--- config.mk ---
export PLATFORM = sky130hd
export DESIGN_NAME = aud_play_ctrl
export DESIGN_NICKNAME = d
export VERILOG_FILES = /design/src/rtl/aud_play_ctrl.sv
export SDC_FILE = /design/constraint.sdc
export NUM_CORES = 1
export LEC_CHECK = 0
export BUFFER_PORTS_ARGS = -buffer_cell sky130_fd_sc_hd__buf_2
export CAP_MARGIN = 20
export CELL_PAD_IN_SITES_DETAIL_PLACEMENT = 2
export CELL_PAD_IN_SITES_GLOBAL_PLACEMENT = 2
export CORE_ASPECT_RATIO = 1.25
export CORE_MARGIN = 2
export CORE_UTILIZATION = 34
export CTS_CLUSTER_DIAMETER = 120
export CTS_CLUSTER_SIZE = 12
export DETAILED_ROUTE_END_ITERATION = 10
export PLACE_DENSITY = 0.85
export SYNTH_ARGS = -nofsm -noshare
export SYNTH_HDL_FRONTEND = slang
export SYNTH_SLANG_ARGS = --single-unit
--- constraint.sdc ---
create_clock -name i_bclk -period 6.2 [get_ports i_bclk]
set_input_delay 1.24 -clock i_bclk [delete_from_list [all_inputs] [get_ports i_bclk]]
set_output_delay 1.24 -clock i_bclk [all_outputs]
set_load 0.1 [all_outputs]
--- src/rtl/aud_play_ctrl.sv ---
// rtl/aud_play_ctrl.sv - playback sequencer between SRAM read port and I2S DAC player
//
// Fetches one PCM sample per DAC frame and applies speed control: fast mode
// strides the address by 2^speed, slow mode holds each sample for 2^speed
// frames (repeated or linearly interpolated). Handles start, pause, resume,
// stop and end-of-recording.
//
// Ports:
//   i_bclk, i_rst        bit clock, asynchronous active-high reset
//   i_daclrck            DAC LR clock; its rising edge is the frame tick
//   i_start/i_pause/i_stop  commands (stop > pause > start)
//   i_speed/i_fast/i_interp/i_end_addr  configuration, latched on start/resume
//   o_rd_req/o_rd_addr, i_rd_valid/i_rd_data  SRAM read handshake
//   o_player_en, o_dac_data  player enable and held output sample
//   o_done               one-cycle pulse at end of recording
//   o_state              0 IDLE, 1 FETCH, 2 WAIT, 3 PAUSE
module aud_play_ctrl #(
   parameter int ADDR_W = 20,
   parameter int DATA_W = 16
) (
   input  logic              i_bclk,
   input  logic              i_rst,
   input  logic              i_daclrck,
   input  logic              i_start,
   input  logic              i_pause,
   input  logic              i_stop,
   input  logic [1:0]        i_speed,
   input  logic              i_fast,
   input  logic              i_interp,
   input  logic [ADDR_W-1:0] i_end_addr,
   output logic              o_rd_req,
   output logic [ADDR_W-1:0] o_rd_addr,
   input  logic              i_rd_valid,
   input  logic [DATA_W-1:0] i_rd_data,
   output logic              o_player_en,
   output logic [DATA_W-1:0] o_dac_data,
   output logic              o_done,
   output logic [1:0]        o_state
);

   // Product of the 17-bit difference and the 3-bit phase fits in DATA_W+4 bits.
   localparam int PW = DATA_W + 4;

   typedef enum logic [1:0] {
      ST_IDLE  = 2'd0,
      ST_FETCH = 2'd1,
      ST_WAIT  = 2'd2,
      ST_PAUSE = 2'd3
   } state_t;

   state_t              state, state_nxt;
   logic                daclrck_q;
   logic [ADDR_W-1:0]   addr, addr_nxt;
   logic [DATA_W-1:0]   prev, prev_nxt;
   logic [DATA_W-1:0]   cur, cur_nxt;
   logic [2:0]          k, k_nxt;
   logic [DATA_W-1:0]   dac_data, dac_data_nxt;
   logic                player_en, player_en_nxt;
   logic                done, done_nxt;
   logic                pause_pend, pause_pend_nxt;
   logic [1:0]          speed_r, speed_nxt;
   logic                fast_r, fast_nxt;
   logic                interp_r, interp_nxt;
   logic [ADDR_W-1:0]   end_r, end_nxt;

   logic                tick;
   logic [3:0]          n_factor;
   logic [ADDR_W:0]     nxt_addr;
   logic                last_phase;
   logic signed [DATA_W:0] diff;
   logic signed [PW-1:0]   diff_w;
   logic signed [PW-1:0]   k_w;
   logic signed [PW-1:0]   prod;
   logic signed [PW-1:0]   scaled;
   logic [DATA_W-1:0]   out_sample;

   assign tick     = i_daclrck & ~daclrck_q;
   assign n_factor = 4'd1 << speed_r;

   // One bit wider than the address so a stride past the top cannot wrap
   // back below end_addr.
   assign nxt_addr = {1'b0, addr} + (fast_r ? {{(ADDR_W-3){1'b0}}, n_factor}
                                            : {{ADDR_W{1'b0}}, 1'b1});

   // >= rather than == keeps a resume at a smaller speed from running k past N-1.
   assign last_phase = fast_r || ({1'b0, k} >= (n_factor - 4'd1));

   // prev + ((cur - prev) * k) >>> s; the result lies between prev and cur so
   // truncating back to DATA_W bits cannot overflow.
   assign diff   = $signed({cur[DATA_W-1], cur}) - $signed({prev[DATA_W-1], prev});
   assign diff_w = {{3{diff[DATA_W]}}, diff};
   assign k_w    = $signed({{(PW-3){1'b0}}, k});
   assign prod   = diff_w * k_w;
   assign scaled = prod >>> speed_r;

   always_comb begin
      out_sample = cur;
      if (!fast_r && interp_r) begin
         out_sample = prev + scaled[DATA_W-1:0];
      end
   end

   always_ff @(posedge i_bclk or posedge i_rst) begin
      if (i_rst) begin
         state      <= ST_IDLE;
         daclrck_q  <= 1'b0;
         addr       <= '0;
         prev       <= '0;
         cur        <= '0;
         k          <= '0;
         dac_data   <= '0;
         player_en  <= 1'b0;
         done       <= 1'b0;
         pause_pend <= 1'b0;
         speed_r    <= '0;
         fast_r     <= 1'b0;
         interp_r   <= 1'b0;
         end_r      <= '0;
      end else begin
         state      <= state_nxt;
         daclrck_q  <= i_daclrck;
         addr       <= addr_nxt;
         prev       <= prev_nxt;
         cur        <= cur_nxt;
         k          <= k_nxt;
         dac_data   <= dac_data_nxt;
         player_en  <= player_en_nxt;
         done       <= done_nxt;
         pause_pend <= pause_pend_nxt;
         speed_r    <= speed_nxt;
         fast_r     <= fast_nxt;
         interp_r   <= interp_nxt;
         end_r      <= end_nxt;
      end
   end

   always_comb begin
      state_nxt      = state;
      addr_nxt       = addr;
      prev_nxt       = prev;
      cur_nxt        = cur;
      k_nxt          = k;
      dac_data_nxt   = dac_data;
      player_en_nxt  = player_en;
      done_nxt       = 1'b0;
      pause_pend_nxt = pause_pend;
      speed_nxt      = speed_r;
      fast_nxt       = fast_r;
      interp_nxt     = interp_r;
      end_nxt        = end_r;

      if (i_stop) begin
         state_nxt      = ST_IDLE;
         addr_nxt       = '0;
         player_en_nxt  = 1'b0;
         dac_data_nxt   = '0;
         pause_pend_nxt = 1'b0;
      end else begin
         case (state)
            ST_IDLE: begin
               player_en_nxt = 1'b0;
               if (i_start && !i_pause) begin
                  speed_nxt      = i_speed;
                  fast_nxt       = i_fast;
                  interp_nxt     = i_interp;
                  end_nxt        = i_end_addr;
                  addr_nxt       = '0;
                  prev_nxt       = '0;
                  k_nxt          = '0;
                  pause_pend_nxt = 1'b0;
                  state_nxt      = ST_FETCH;
               end
            end
            ST_FETCH: begin
               // A pause during a read is remembered and applied when the data lands.
               if (i_pause) begin
                  pause_pend_nxt = 1'b1;
               end
               if (i_rd_valid) begin
                  cur_nxt = i_rd_data;
                  if (i_pause || pause_pend) begin
                     pause_pend_nxt = 1'b0;
                     player_en_nxt  = 1'b0;
                     state_nxt      = ST_PAUSE;
                  end else begin
                     player_en_nxt = 1'b1;
                     state_nxt     = ST_WAIT;
                  end
               end
            end
            ST_WAIT: begin
               if (i_pause) begin
                  player_en_nxt = 1'b0;
                  state_nxt     = ST_PAUSE;
               end else if (tick) begin
                  dac_data_nxt = out_sample;
                  if (last_phase) begin
                     k_nxt    = '0;
                     prev_nxt = cur;
                     if (nxt_addr > {1'b0, end_r}) begin
                        done_nxt      = 1'b1;
                        player_en_nxt = 1'b0;
                        state_nxt     = ST_IDLE;
                     end else begin
                        addr_nxt  = nxt_addr[ADDR_W-1:0];
                        state_nxt = ST_FETCH;
                     end
                  end else begin
                     k_nxt = k + 3'd1;
                  end
               end
            end
            ST_PAUSE: begin
               player_en_nxt = 1'b0;
               if (i_start && !i_pause) begin
                  speed_nxt     = i_speed;
                  fast_nxt      = i_fast;
                  interp_nxt    = i_interp;
                  end_nxt       = i_end_addr;
                  player_en_nxt = 1'b1;
                  state_nxt     = ST_WAIT;
               end
            end
            default: state_nxt = ST_IDLE;
         endcase
      end
   end

   assign o_rd_req    = (state == ST_FETCH);
   assign o_rd_addr   = addr;
   assign o_player_en = player_en;
   assign o_dac_data  = dac_data;
   assign o_done      = done;
   assign o_state     = state;

endmodule

==> results.cfg <==
[run_status]
outcome = finished, violations left
violations = negative setup slack

[power]
p_leak_nw = 5.56
power_switching_mw = 3.33
power_density_nw_per_um2 = 531
combPwrFrac_pct = 72.8
fin_total_pwr_mw = 6.19
peakVddDrop_v = 0.000209
internal_power_mw = 2.86
p_sw_share_pct = 53.8
clkPwrFrac_pct = 9.9
power_frac_seq_pct = 17.3

[yosys]
async_flop_share_pct = 100
synth_top_area_cell = dfrtp_1
synth_cell_type_count = 65
synth_ff_type = dfrtp_1
synth_edf_count = 0
synthTopCellsByCount = 113 x inv_1, 113 x nand2_1, 101 x dfrtp_1, 101 x ha_1, 77 x o21ai_0
syn_inst = 1047
ys_ff_latch = 101
syn-cell-area_um2 = 8940
ys_top_cells_by_area = dfrtp_1 28%, ha_1 14%, inv_1 4.7%
yosysSeqAreaShare_pct = 28.3
yosys.area.top_type_share_pct = 28.3
yosys_warnings = 0
syn_nets = 1214
avgSynthCellArea_um2 = 8.54

[clock_network]
clk_path_buf_depth = 2
cts_tree = yes
cts_hold_buf = 0
cts.sinks = 101
cts_root_buf = clkbuf_16
path_clk_slew_ns = 0.09
cts_made_buffers = 9
htreeDepth = 3
clkLatencyLatePin_ns = 0.39

[detailed_routing]
drc_errors = 0
viasPerCell = 6.00
wire_per_inst_um = 30.4
num_vias = 9318
ant_nets = 0
first_pass_iters = 7
drt_wl_total_um = 47200
drt_iter0_drc = 475

[sta]
fmax_mhz = 139
grt_setup_unrepaired = true
finalHoldViolations = 0
tightest_slew_ns = 1.02
setup_violations = 9
setup_slack_ns = -1.01
slew_violations = 0
fin_crit_ns = 7.21
slew_headroom_pct = 31.7
finClkSkew_ns = 0.0217
fin_hold_ws_ns = 0.549
period_share_pct = 116

[global_route]
grt_max_degree = 55
antenna_found_initial = 0
grt_pass1_vias = 10400
grt_pass1_wl_um = 60500
grt_use_total_pct = 28.8
grt.overflow.total = 0

[place]
dpl.hpwl_um = 23800
post-place-cells = 1511
portBuffers = 87
place.gp.congestion = 0.820
dpl_worst_slack_ns = -0.725

[worst_setup_path]
cp-endpoint = o_dac_data[15]
end_kind = flip-flop
reg2reg_from = prev[1]
arrival_ns = 7.43
critPathLaunchType = flip-flop
startpoint = prev[1]
rrSetupSlack_ns = -1.01
slowest_stage = fa_1
critPathKind = flip-flop to flip-flop
regToRegEndpoint = o_dac_data[15]
cp.required_ns = 6.42
path_max_fanout = 4
reg2reg_depth = 30
critPathMaxStageDelay_ns = 0.62

[layout]
syn_to_final_growth_pct = 30.4
instances_no_fill = 1554
postLayoutCoreUtil_pct = 44.9
nets = 1376
n_antenna_cell = 0
drive_gt1_share_pct = 31.0

[hold_path]
min-delay-start = end_r[9]
hold_class = flip-flop to flip-flop

[die]
rows = 66
dieArea_um2 = 27600
fp.dieW_um = 149
fp.dieH_um = 185
ioPinCount = 88
core_area_um2 = 25900
initial_utilization_pct = 34.5

[flow_run]
cap_violations = 0
-- final cells by class --
class,count,area (µm²)
sequential,101,2530
clock buffer,10,239
fill,2793,14300
inverter,113,427
clock inverter,6,53.8
timing repair buffer,188,1220
tap,340,425
multi-input combinational,796,6760
-- worst max-delay path: cells and delay by family (launching register included) --
family          cells  cell delay [ns]
buf+inv             5             0.61
flops               1             0.47
simple gates        5             1.06
fa+ha+maj           5             1.83
xor+xnor            3             0.70
mux                 2             0.43
compound gates     10             1.93
-- registers in the layout (all words and copies together), names as in the netlist --
signal	flops
o_state	2
daclrck_q	1
fast_r	1
end_r	20
interp_r	1
o_done	1
o_player_en	1
o_rd_addr	20
cur	16
o_dac_data	16
prev	16
pause_pend	1
k	3
speed_r	2
-- cells in the final DEF, fill, tap and decap left out, types with 16 or more instances in the layout --
master,instances
nand2_1,109
inv_1,103
a22o_1,18
o21ai_0,65
mux2_2,21
nor2b_1,16
ha_4,20
ha_1,78
and2_1,36
nor2_1,60
fa_1,18
xnor2_1,26
buf_2,87
a21oi_1,33
dfrtp_1,101
buf_4,97
-- metal layers --
layer	vias to the layer above	share of wire [%]	routed length, µm	track usage, %
met1	4746	34	16000	28.3
met3	251	4.0	1880	4.48
met2	395	53	25100	55.6
li1	3926	-	-	-
met5	-	0	0	0
met4	0	9.1	4280	18.3
-- through the flow --
stage | area (µm²) | setup TNS [ns]
after global routing | 11700 | -6.77
after CTS | 11000 | -0.110
after global placement | 10200 | -0.725
final | 11700 | -5.32
after floorplan | 8940 | 0
after detailed placement | 10200 | -3.41
-- power groups by stage --
stage	clock network [mW]	logic, mW	registers [mW]
3_3_place_gp	0	2.84	1.01
5_1_grt	0.637	4.67	1.08
3_5_place_dp	0	3.07	1.03
4_1_cts	0.604	3.56	1.03
6_report	0.614	4.51	1.07
2_1_floorplan	0	1.91	1.05
-- logic make-up after synthesis --
kind of cell | after synthesis | share of synthesized area (%)
AOI/OAI and AO/OA | 244 | 17.8
DFF | 101 | 28.3
muxes | 46 | 5.45
and+or+nand+nor | 328 | 18.0
adders and majority gates | 120 | 18.4
buffers and inverters | 150 | 6.37
xor gates and xnor gates | 58 | 5.68
-- worst min-delay path by stage --
stage,cells after the start,end,slack (ns)
after floorplan,2,prev[15],0.45
after global placement,2,prev[15],0.46
after detailed placement,2,prev[15],0.49
after CTS,1,o_player_en,0.52
after global routing,1,end_r[0],0.58
final,2,end_r[9],0.55
-- repair_timing --
| item | CTS | global route |
|---|---|---|
| gates cloned | 0 | 0 |
| endpoints found under the hold margin | 0 | 0 |
| resized for setup | 87 | 87 |
| setup endpoints to repair | 8 | 9 |
| pin swaps | 47 | 56 |
| setup buffers | 18 | 10 |
Note: power is estimated with default switching activity, not from simulation.
